<file path="src/rtl/apb_timer_pkg.sv">
// Shared definitions for the APB timer bank: register offsets, control
// register layout and address decode helpers.
package apb_timer_pkg;

    // Word offsets of the per-channel registers (paddr[3:2]).
    localparam logic [1:0] REG_CNT    = 2'd0;
    localparam logic [1:0] REG_CMP    = 2'd1;
    localparam logic [1:0] REG_CTRL   = 2'd2;
    localparam logic [1:0] REG_STATUS = 2'd3;

    // Widest prescaler field the control register can carry.
    localparam int PRESC_MAX_W = 16;

    // Control register contents; presc bits above the channel's PrescWidth stay 0.
    typedef struct packed {
        logic [PRESC_MAX_W-1:0] presc;
        logic                   ien;
        logic                   oneshot;
        logic                   en;
    } ctrl_t;

    // Channel number from the low address byte (16 bytes per channel).
    function automatic logic [3:0] chan_idx(input logic [7:0] addr);
        return 4'(addr >> 4);
    endfunction

    // Register word offset inside a channel.
    function automatic logic [1:0] reg_off(input logic [7:0] addr);
        return 2'(addr >> 2);
    endfunction

endpackage

</file>
<file path="src/rtl/apb_timer_chan.sv">
// One timer channel: prescaler, up-counter with compare, one-shot/periodic
// control, W1C pending flag and registered interrupt output.
module apb_timer_chan
    import apb_timer_pkg::*;
#(
    parameter int CntWidth   = 32,
    parameter int PrescWidth = 8
) (
    input  logic        clk_i,
    input  logic        rst_ni,
    input  logic        wr_cnt,
    input  logic        wr_cmp,
    input  logic        wr_ctrl,
    input  logic        wr_status,
    input  logic [31:0] wdata,
    output logic [31:0] cnt_rd,
    output logic [31:0] cmp_rd,
    output logic [31:0] ctrl_rd,
    output logic [31:0] status_rd,
    output logic        irq
);

    logic [CntWidth-1:0]   cnt_q;
    logic [CntWidth-1:0]   cmp_q;
    ctrl_t                 ctrl_q;
    ctrl_t                 ctrl_wr;
    logic [PrescWidth-1:0] pc_q;
    logic                  pending_q;
    logic                  irq_q;
    logic                  tick;
    logic                  match;
    logic                  unused_wdata;

    // Bits of wdata beyond the implemented register fields are ignored.
    assign unused_wdata = ^wdata;

    // A tick fires on the cycle the prescale counter reaches PRESC.
    assign tick  = ctrl_q.en && (16'(pc_q) == ctrl_q.presc);
    // Compare uses the register values from before this edge.
    assign match = tick && (cnt_q == cmp_q);

    // Control word as it will be stored on a CTRL write (unused presc bits forced 0).
    always_comb begin
        ctrl_wr         = '0;
        ctrl_wr.presc   = 16'(wdata[8 +: PrescWidth]);
        ctrl_wr.ien     = wdata[2];
        ctrl_wr.oneshot = wdata[1];
        ctrl_wr.en      = wdata[0];
    end

    // Prescaler, counter, compare and control; later software writes override hardware updates.
    always_ff @(posedge clk_i) begin
        if (!rst_ni) begin
            cnt_q  <= '0;
            cmp_q  <= '0;
            ctrl_q <= '0;
            pc_q   <= '0;
        end else begin
            if (ctrl_q.en) begin
                pc_q <= tick ? '0 : pc_q + PrescWidth'(1);
            end
            if (tick) begin
                cnt_q <= match ? '0 : cnt_q + CntWidth'(1);
            end
            if (match && ctrl_q.oneshot) begin
                ctrl_q.en <= 1'b0;
            end
            if (wr_cnt) begin
                cnt_q <= wdata[CntWidth-1:0];
                pc_q  <= '0;
            end
            if (wr_cmp) begin
                cmp_q <= wdata[CntWidth-1:0];
            end
            if (wr_ctrl) begin
                ctrl_q <= ctrl_wr;
                // Enabling a stopped timer restarts its prescale period.
                if (!ctrl_q.en && wdata[0]) begin
                    pc_q <= '0;
                end
            end
        end
    end

    // Pending flag (hardware set beats W1C) and the registered interrupt level.
    always_ff @(posedge clk_i) begin
        if (!rst_ni) begin
            pending_q <= 1'b0;
            irq_q     <= 1'b0;
        end else begin
            if (match) begin
                pending_q <= 1'b1;
            end else if (wr_status && wdata[0]) begin
                pending_q <= 1'b0;
            end
            irq_q <= pending_q & ctrl_q.ien;
        end
    end

    // Register read values, zero-extended to the 32-bit bus.
    always_comb begin
        ctrl_rd         = '0;
        ctrl_rd[0]      = ctrl_q.en;
        ctrl_rd[1]      = ctrl_q.oneshot;
        ctrl_rd[2]      = ctrl_q.ien;
        ctrl_rd[8 +: 16] = ctrl_q.presc;
    end

    assign cnt_rd    = 32'(cnt_q);
    assign cmp_rd    = 32'(cmp_q);
    assign status_rd = {31'd0, pending_q};
    assign irq       = irq_q;

endmodule

</file>
<file path="src/rtl/apb_timer_multi.sv">
// APB timer bank: NumTimers independent channels behind a zero-wait-state
// APB slave. Channel i lives at byte offset 0x10*i; unmapped channels error.
module apb_timer_multi
    import apb_timer_pkg::*;
#(
    parameter int NumTimers    = 4,
    parameter int CntWidth     = 32,
    parameter int PrescWidth   = 8,
    parameter int ApbAddrWidth = 32
) (
    input  logic                    clk_i,
    input  logic                    rst_ni,
    input  logic                    psel_i,
    input  logic                    penable_i,
    input  logic                    pwrite_i,
    input  logic [ApbAddrWidth-1:0] paddr_i,
    input  logic [31:0]             pwdata_i,
    output logic [31:0]             prdata_o,
    output logic                    pready_o,
    output logic                    pslverr_o,
    output logic [NumTimers-1:0]    irq_o
);

    // APB handshake: psel_i & penable_i is the access phase; with pready_o tied
    // high every access completes on that edge (writes commit, reads sample).
    logic        access;
    logic        wr_en;
    logic        in_range;
    logic [3:0]  chan;
    logic [1:0]  off;
    logic        unused_paddr;
    logic [31:0] cnt_rd    [NumTimers];
    logic [31:0] cmp_rd    [NumTimers];
    logic [31:0] ctrl_rd   [NumTimers];
    logic [31:0] status_rd [NumTimers];

    assign access       = psel_i & penable_i;
    assign chan         = chan_idx(paddr_i[7:0]);
    assign off          = reg_off(paddr_i[7:0]);
    assign in_range     = ({28'd0, chan} < 32'(NumTimers));
    assign wr_en        = access & pwrite_i & in_range;
    // Address bits outside [7:2] do not take part in decode.
    assign unused_paddr = ^{paddr_i[ApbAddrWidth-1:8], paddr_i[1:0]};

    for (genvar g = 0; g < NumTimers; g++) begin : g_chan
        logic sel;
        assign sel = wr_en && (chan == 4'(g));

        apb_timer_chan #(
            .CntWidth   (CntWidth),
            .PrescWidth (PrescWidth)
        ) u_chan (
            .clk_i     (clk_i),
            .rst_ni    (rst_ni),
            .wr_cnt    (sel && (off == REG_CNT)),
            .wr_cmp    (sel && (off == REG_CMP)),
            .wr_ctrl   (sel && (off == REG_CTRL)),
            .wr_status (sel && (off == REG_STATUS)),
            .wdata     (pwdata_i),
            .cnt_rd    (cnt_rd[g]),
            .cmp_rd    (cmp_rd[g]),
            .ctrl_rd   (ctrl_rd[g]),
            .status_rd (status_rd[g]),
            .irq       (irq_o[g])
        );
    end

    // Read mux: data only during a valid access phase, zero otherwise.
    always_comb begin
        prdata_o = '0;
        if (access && in_range) begin
            for (int i = 0; i < NumTimers; i++) begin
                if (chan == 4'(i)) begin
                    case (off)
                        REG_CNT:  prdata_o = cnt_rd[i];
                        REG_CMP:  prdata_o = cmp_rd[i];
                        REG_CTRL: prdata_o = ctrl_rd[i];
                        default:  prdata_o = status_rd[i];
                    endcase
                end
            end
        end
    end

    assign pslverr_o = access & ~in_range;
    assign pready_o  = 1'b1;

endmodule
</file>
<file path="config.mk">
export PLATFORM = sky130hd
export DESIGN_NAME = apb_timer_multi
export DESIGN_NICKNAME = d
export VERILOG_FILES = /design/src/rtl/apb_timer_pkg.sv /design/src/rtl/apb_timer_chan.sv /design/src/rtl/apb_timer_multi.sv
export SDC_FILE = /design/constraint.sdc
export NUM_CORES = 1
export LEC_CHECK = 0
export CAP_MARGIN = 20
export CORE_UTILIZATION = 33
export CTS_CLUSTER_SIZE = 16
export DETAILED_ROUTE_END_ITERATION = 10
export GPL_ROUTABILITY_DRIVEN = 0
export GPL_TIMING_DRIVEN = 0
export PLACE_DENSITY_LB_ADDON = 0.3
export SYNTH_ARGS = -nofsm -noshare
export SYNTH_HDL_FRONTEND = slang
export SYNTH_HIERARCHICAL = 1
export SYNTH_SLANG_ARGS = --single-unit
</file>
<file path="constraint.sdc">
create_clock -name clk_i -period 3.25 [get_ports clk_i]
set_clock_uncertainty 0.1 [all_clocks]
set_input_delay 0.65 -clock clk_i [delete_from_list [all_inputs] [get_ports clk_i]]
set_output_delay 0.65 -clock clk_i [all_outputs]
set_load 0.005 [all_outputs]
</file>
==> impl_metrics.yaml, run 1 <==
setup_path:
  cp.required_ns: 2.50
  worstPathArrival_ns: 2.49
  worst-path-buf-inv: 4
  path_cells: "clkdlybuf4s50_1 -> nor2_1 -> and2_1 -> clkbuf_8 -> buf_8 -> a22oi_2 -> o21ai_2 -> buf_2"
  crit_fanout: 10
  criticalPathCategory: "input pin to output pin"
  slowest_delay_ns: 0.63
  slowest_stage: "clkdlybuf4s50_1"
  critical_path.top_delay_family: "buffers and inverters"
  endpoint_kind: "output pin"
  cp-start-kind: "input pin"
sta:
  setup_ws_ns: 0.00650
  fin_crit_sh: 0.998
  period_needed_ns: 3.24
  hold_viol: 0
  max_slew_margin: 0.221
  setup_viol_count_final: 0
  tightest_slew_ns: 1.16
  final_max_slew_viol_count: 0
  clock.fmax_mhz: 308
die:
  core_area_sq_mm: 0.0746
  dieHeight_um: 277
  ioPinCount: 107
  start_util: 0.334
  fp-row-count: 100
  die_area_sq_mm: 0.0765
  die_w_um: 277
final_layout:
  final_common_cell: "dfxtp_1"
  nNetsFinal: 3147
  layout-area-overhead-vs-synth_pct: 18.9
  layout_common_cells: "340 x dfxtp_1, 245 x buf_4, 209 x conb_1"
  layout-drive-gt1-share: 0.220
  fin_cells: 4069
synth:
  ys_ff_latch: 340
  ys_seq_area_frac: 0.274
  yosysTopAreaCell: "dfxtp_1"
  synth_area_sq_mm: 0.0249
  netlist.area_leader.share: 0.274
  yosysWarnings: 6
  synthArstFlopShare: 0
  synthTopCellsByArea: "dfxtp_1 27%, mux4_2 11%, mux2i_1 8.2%"
  netlist_instances: 2728
  avgSynthCellArea_sq_um: 9.12
  synth-edff-count: 0
  synth-main-ff-cell: "dfxtp_1"
  netlist-cell-type-count: 81
global_route:
  grtUsageTotal: 0.254
  grt.overflow.total: 0
  grt_first_pass_wirelength_mm: 144
  antenna_found_initial: 8
  grt_max_degree: 13
  grt_pass1_vias: 20700
route:
  vias_per_cell: 5.60
  wl_mm: 99.6
  drc_errors: 0
  drtIter0Drc: 2669
  drtPass1Iterations: 7
  vias: 22800
  drtAntennaViolNets: 0
  wl_per_cell_um: 24.5
clock_network:
  cts_buffers: 40
  htree_levels: 2
  cts_sinks: 340
  clock_path_buffers: 3
  cts_tree: "built"
  clkTransAtPathRegs_ns: 0.06
  clk_latency_ns: 0.59
  root_buffer: "clkbuf_16"
placed_design:
  port_buffers: 75
  dp_cells: 3994
  hpwl_mm: 74.8
  place_ws_ns: -1.43
power_and_ir_drop:
  power_leakage_nw: 10.3
  ir_worst_vdd_mv: 0.420
  powerDensity_mw_per_mm2: 399
worst_hold_path:
  hold_class: "register to register"
job:
  maxCapViolCount: 0
status:
  status: "completed"
## synth_stat cells, drive strengths merged (9+ instances only)
| library cell | number |
|---|---|
| and3 | 16 |
| nand4 | 61 |
| a21oi | 128 |
| and4 | 12 |
| nand3 | 113 |
| nor2 | 81 |
| o21ai | 175 |
| a31oi | 48 |
| nand2 | 119 |
| a21boi | 21 |
| inv | 40 |
| o31ai | 20 |
| nand2b | 10 |
| xor2 | 24 |
| nor4 | 24 |
| mux2i | 203 |
| a2bb2oi | 24 |
| xnor2 | 172 |
| clkbuf | 132 |
| a22oi | 31 |
| buf | 296 |
| nor2b | 182 |
| a21o | 24 |
| mux4 | 126 |
| o211ai | 16 |
| and2 | 21 |
| a2111oi | 9 |
| nor3 | 44 |
| or4 | 57 |
| dfxtp | 340 |
| or3 | 24 |
## per-stage QoR
step | hold WS, ns | area (sq um) | power [mW] | TNS [ns] | utilization
2_1_floorplan | 0.375 | 25600 | 6.05 | 0 | -
3_3_place_gp | 0.412 | 27600 | 6.89 | -304.50 | 0.370
3_5_place_dp | 0.417 | 27900 | 6.96 | -304.25 | 0.375
4_1_cts | 0.428 | 29600 | 11.8 | 0 | 0.397
5_1_grt | 0.449 | 29600 | 12.2 | -0.00114 | 0.397
6_report | 0.427 | 29600 | 11.8 | 0 | 0.397
## registers in the layout, summed over array words and instances, names as in the netlist
register,flops
g_chan.u_chan/cmp_rd,128
g_chan.u_chan/cnt_rd,128
g_chan.u_chan/ctrl_rd,44
g_chan.u_chan/pc_q,32
g_chan.u_chan/irq,4
g_chan.u_chan/pending_q,4
## per-layer routing
layer,vias to the layer above,share of wire,track usage
met1,11000,0.44,0.364
li1,10300,-,-
met2,1229,0.41,0.365
met3,192,0.10,0.0470
met4,8,0.052,0.115
met5,-,0.00056,0
## where the power goes
part | internal (mW) | switching [mW] | total (mW) | leakage [nW]
Combinational | 1.09 | 1.48 | 2.57 | 6.94
Clock | 2.79 | 1.98 | 4.77 | 0.662
Sequential | 4.29 | 0.194 | 4.48 | 2.75
## final timing paths
check,slack [ns],end,cells past startpoint,from
worst min-delay path,0.43,g_chan[1].u_chan/pc_q[1],2,g_chan[1].u_chan/pc_q[1]
worst min register to register,0.43,g_chan[1].u_chan/pc_q[1],2,g_chan[1].u_chan/pc_q[1]
worst max-delay path,0.006,prdata_o[11],8,paddr_i[5]
worst max register to register,0.09,g_chan[2].u_chan/cnt_rd[9],9,g_chan[2].u_chan/cnt_rd[10]
## cells by family after synthesis
family,after synthesis,synth area share
compound gates,583,0.151
xor+xnor,196,0.0690
fa+ha+maj,8,0.00402
buf+inv,472,0.122
flops,340,0.274
mux,332,0.197
other cells,5,0.000754
simple gates,792,0.182
## tightest hold or removal path, delay by kind of cell, from the launching register on
family | cells | cell delay, ns
AOI/OAI and AO/OA | 1 | 0.05
and+or+nand+nor | 1 | 0.08
DFF | 1 | 0.35
## final cells by class
type / count / area [sq um]
fillers: 7428 / 45000
multi-input cells: 2120 / 16100
flip-flops and latches: 340 / 6810
plain buffers: 431 / 2990
well taps: 969 / 1210
clock buffers: 56 / 1150
repair buffers: 97 / 952
clock inverters: 14 / 178
inverters: 40 / 150
diodes: 2 / 5.00
## timing repair
action | CTS | global route
hold buffers | 0 | 0
gates resized for setup | 209 | 34
pin swaps | 2 | 2
gates cloned | 3 | 0
buffers inserted | 1 | 0
endpoints found under the setup margin | 348 | 55
Power figures use the tool's default switching activity.
==> run 2: changes to the inputs <==
SKIP_CTS_REPAIR_TIMING = 1   (was not set)
==> impl_metrics.yaml, run 2 (same netlist as run 1, synthesis figures left out) <==
route:
  wl_met1_mm: 43.8
  drtAntennaViolNets: 0
  drc_errors: 0
  wl_mm: 99.7
  wl_met3_mm: 9.71
  drtIter0Drc: 2799
  wl_per_cell_um: 24.5
  vias_per_cell: 5.58
  dr_wl_met2_mm: 41.2
  drtPass1Iterations: 6
  top_layer: "met5"
  vias: 22700
final_layout:
  num-fill-cells: 7414
  layout-drive-gt1-share: 0.212
  layout_common_cells: "339 x dfxtp_1, 240 x buf_4, 209 x conb_1"
  nNetsFinal: 3146
  fin_cells: 4068
  finalInstanceArea_sq_mm: 0.0298
  final_common_cell: "dfxtp_1"
  layout-area-overhead-vs-synth_pct: 19.6
sta:
  max_slew_margin: 0.213
  setup_ws_ns: -0.0231
  clock.fmax_mhz: 306
  period_needed_ns: 3.27
  hold_viol: 0
  final_max_slew_viol_count: 0
  tightest_slew_ns: 1.18
  setup_viol_count_final: 1
  grt_setup_unrepaired: "no"
  fin_crit_sh: 1.01
clock_network:
  htree_levels: 2
  clock_path_buffers: 3
  cts_buffers: 40
  clk_latency_ns: 0.60
  clkTransAtPathRegs_ns: 0.06
  cts_sinks: 340
  root_buffer: "clkbuf_16"
  cts_tree: "built"
setup_path:
  worstPathArrival_ns: 2.52
  r2r_slack_ns: 0.09
  cp.required_ns: 2.50
  crit_fanout: 10
  reg2reg_depth: 9
  reg2reg_from: "g_chan[2].u_chan/cnt_rd[13]"
  endpoint_kind: "output pin"
  criticalPathCategory: "input pin to output pin"
  cp-start-kind: "input pin"
  crit_start: "paddr_i[3]"
placed_design:
  port_buffers: 75
  hpwl_mm: 74.8
  dpl_cell_area_sq_mm: 0.0279
  dp_cells: 3994
status:
  status: "complete, but fails checks"
  violations: "setup timing"
die:
  core_area_sq_mm: 0.0746
  die_w_um: 277
  dieHeight_um: 277
  ioPinCount: 107
  start_util: 0.334
  die_area_sq_mm: 0.0765
  fp-row-count: 100
global_route:
  grt_max_degree: 13
  grt.overflow.total: 0
  antenna_found_initial: 6
  grt_first_pass_wirelength_mm: 143
  grtUsageTotal: 0.252
  grt_pass1_vias: 20600
power_and_ir_drop:
  ir_worst_vdd_mv: 0.420
  power_leakage_nw: 10.8
  powerDensity_mw_per_mm2: 397
worst_hold_path:
  hold_class: "register to register"
  hold_start: "g_chan[1].u_chan/pc_q[1]"
  holdPathStages: 2
job:
  maxCapViolCount: 0
==> run 2: cell count changes in the layout (fill, tap and decap cells not counted), moves of 3 or more <==
cell | previous run | this run
clkbuf_2 | 16 | 11
a22oi_2 | 11 | 8
clkdlybuf4s15_1 | 3 | 0
buf_6 | 17 | 12
a22oi_1 | 20 | 23
buf_2 | 43 | 31
buf_4 | 245 | 240
dlymetal6s2s_1 | 0 | 29
==> run 2: cell type report <==
type | count | area (sq um) | share of cell area
flip-flops and latches | 340 | 6810 | 0.229
diodes | 2 | 5.00 | 0.000168
well taps | 969 | 1210 | 0.0407
clock buffers | 56 | 1150 | 0.0387
repair buffers | 96 | 1160 | 0.0389
inverters | 40 | 150 | 0.00504
multi-input cells | 2120 | 16100 | 0.542
clock inverters | 14 | 178 | 0.00597
plain buffers | 431 | 2980 | 0.100
==> run 2: worst paths after layout <==
check / to
worst max register to register: g_chan[2].u_chan/cnt_rd[9]
worst max-delay path: prdata_o[0]
worst min-delay path: g_chan[1].u_chan/pc_q[1]
worst min register to register: g_chan[1].u_chan/pc_q[1]
==> run 2: per-layer routing <==
metal,up-vias,track usage
li1,10300,-
met1,11000,0.361
met2,1189,0.365
met3,185,0.0481
met4,8,0.109
met5,-,0
==> run 2: critical path, cell delays in order <==
cell and delay (ns):
buf_2 0.24, buf_2 0.41, mux4_2 0.42, mux2i_2 0.46
o21ai_2 0.14, dlymetal6s2s_1 0.18
==> run 2: report_power, final <==
group          switching (mW)  internal [mW]  total, mW
Clock                    1.98           2.79       4.76
Combinational            1.48           1.09       2.57
Sequential              0.194           4.29       4.48
==> run 2: per-stage QoR <==
step	setup slack, ns	hold WS, ns	setup TNS [ns]	util	power [mW]
finish	-0.0231	0.431	-0.0231	0.399	11.8
global route	0.00806	0.449	0	0.399	12.2
CTS	-1.44	0.428	-111.63	0.392	11.7
detailed placement	-1.43	0.417	-304.25	0.375	6.96
global placement	-1.40	0.412	-304.50	0.370	6.89
floorplan	0.563	0.375	0	-	6.05
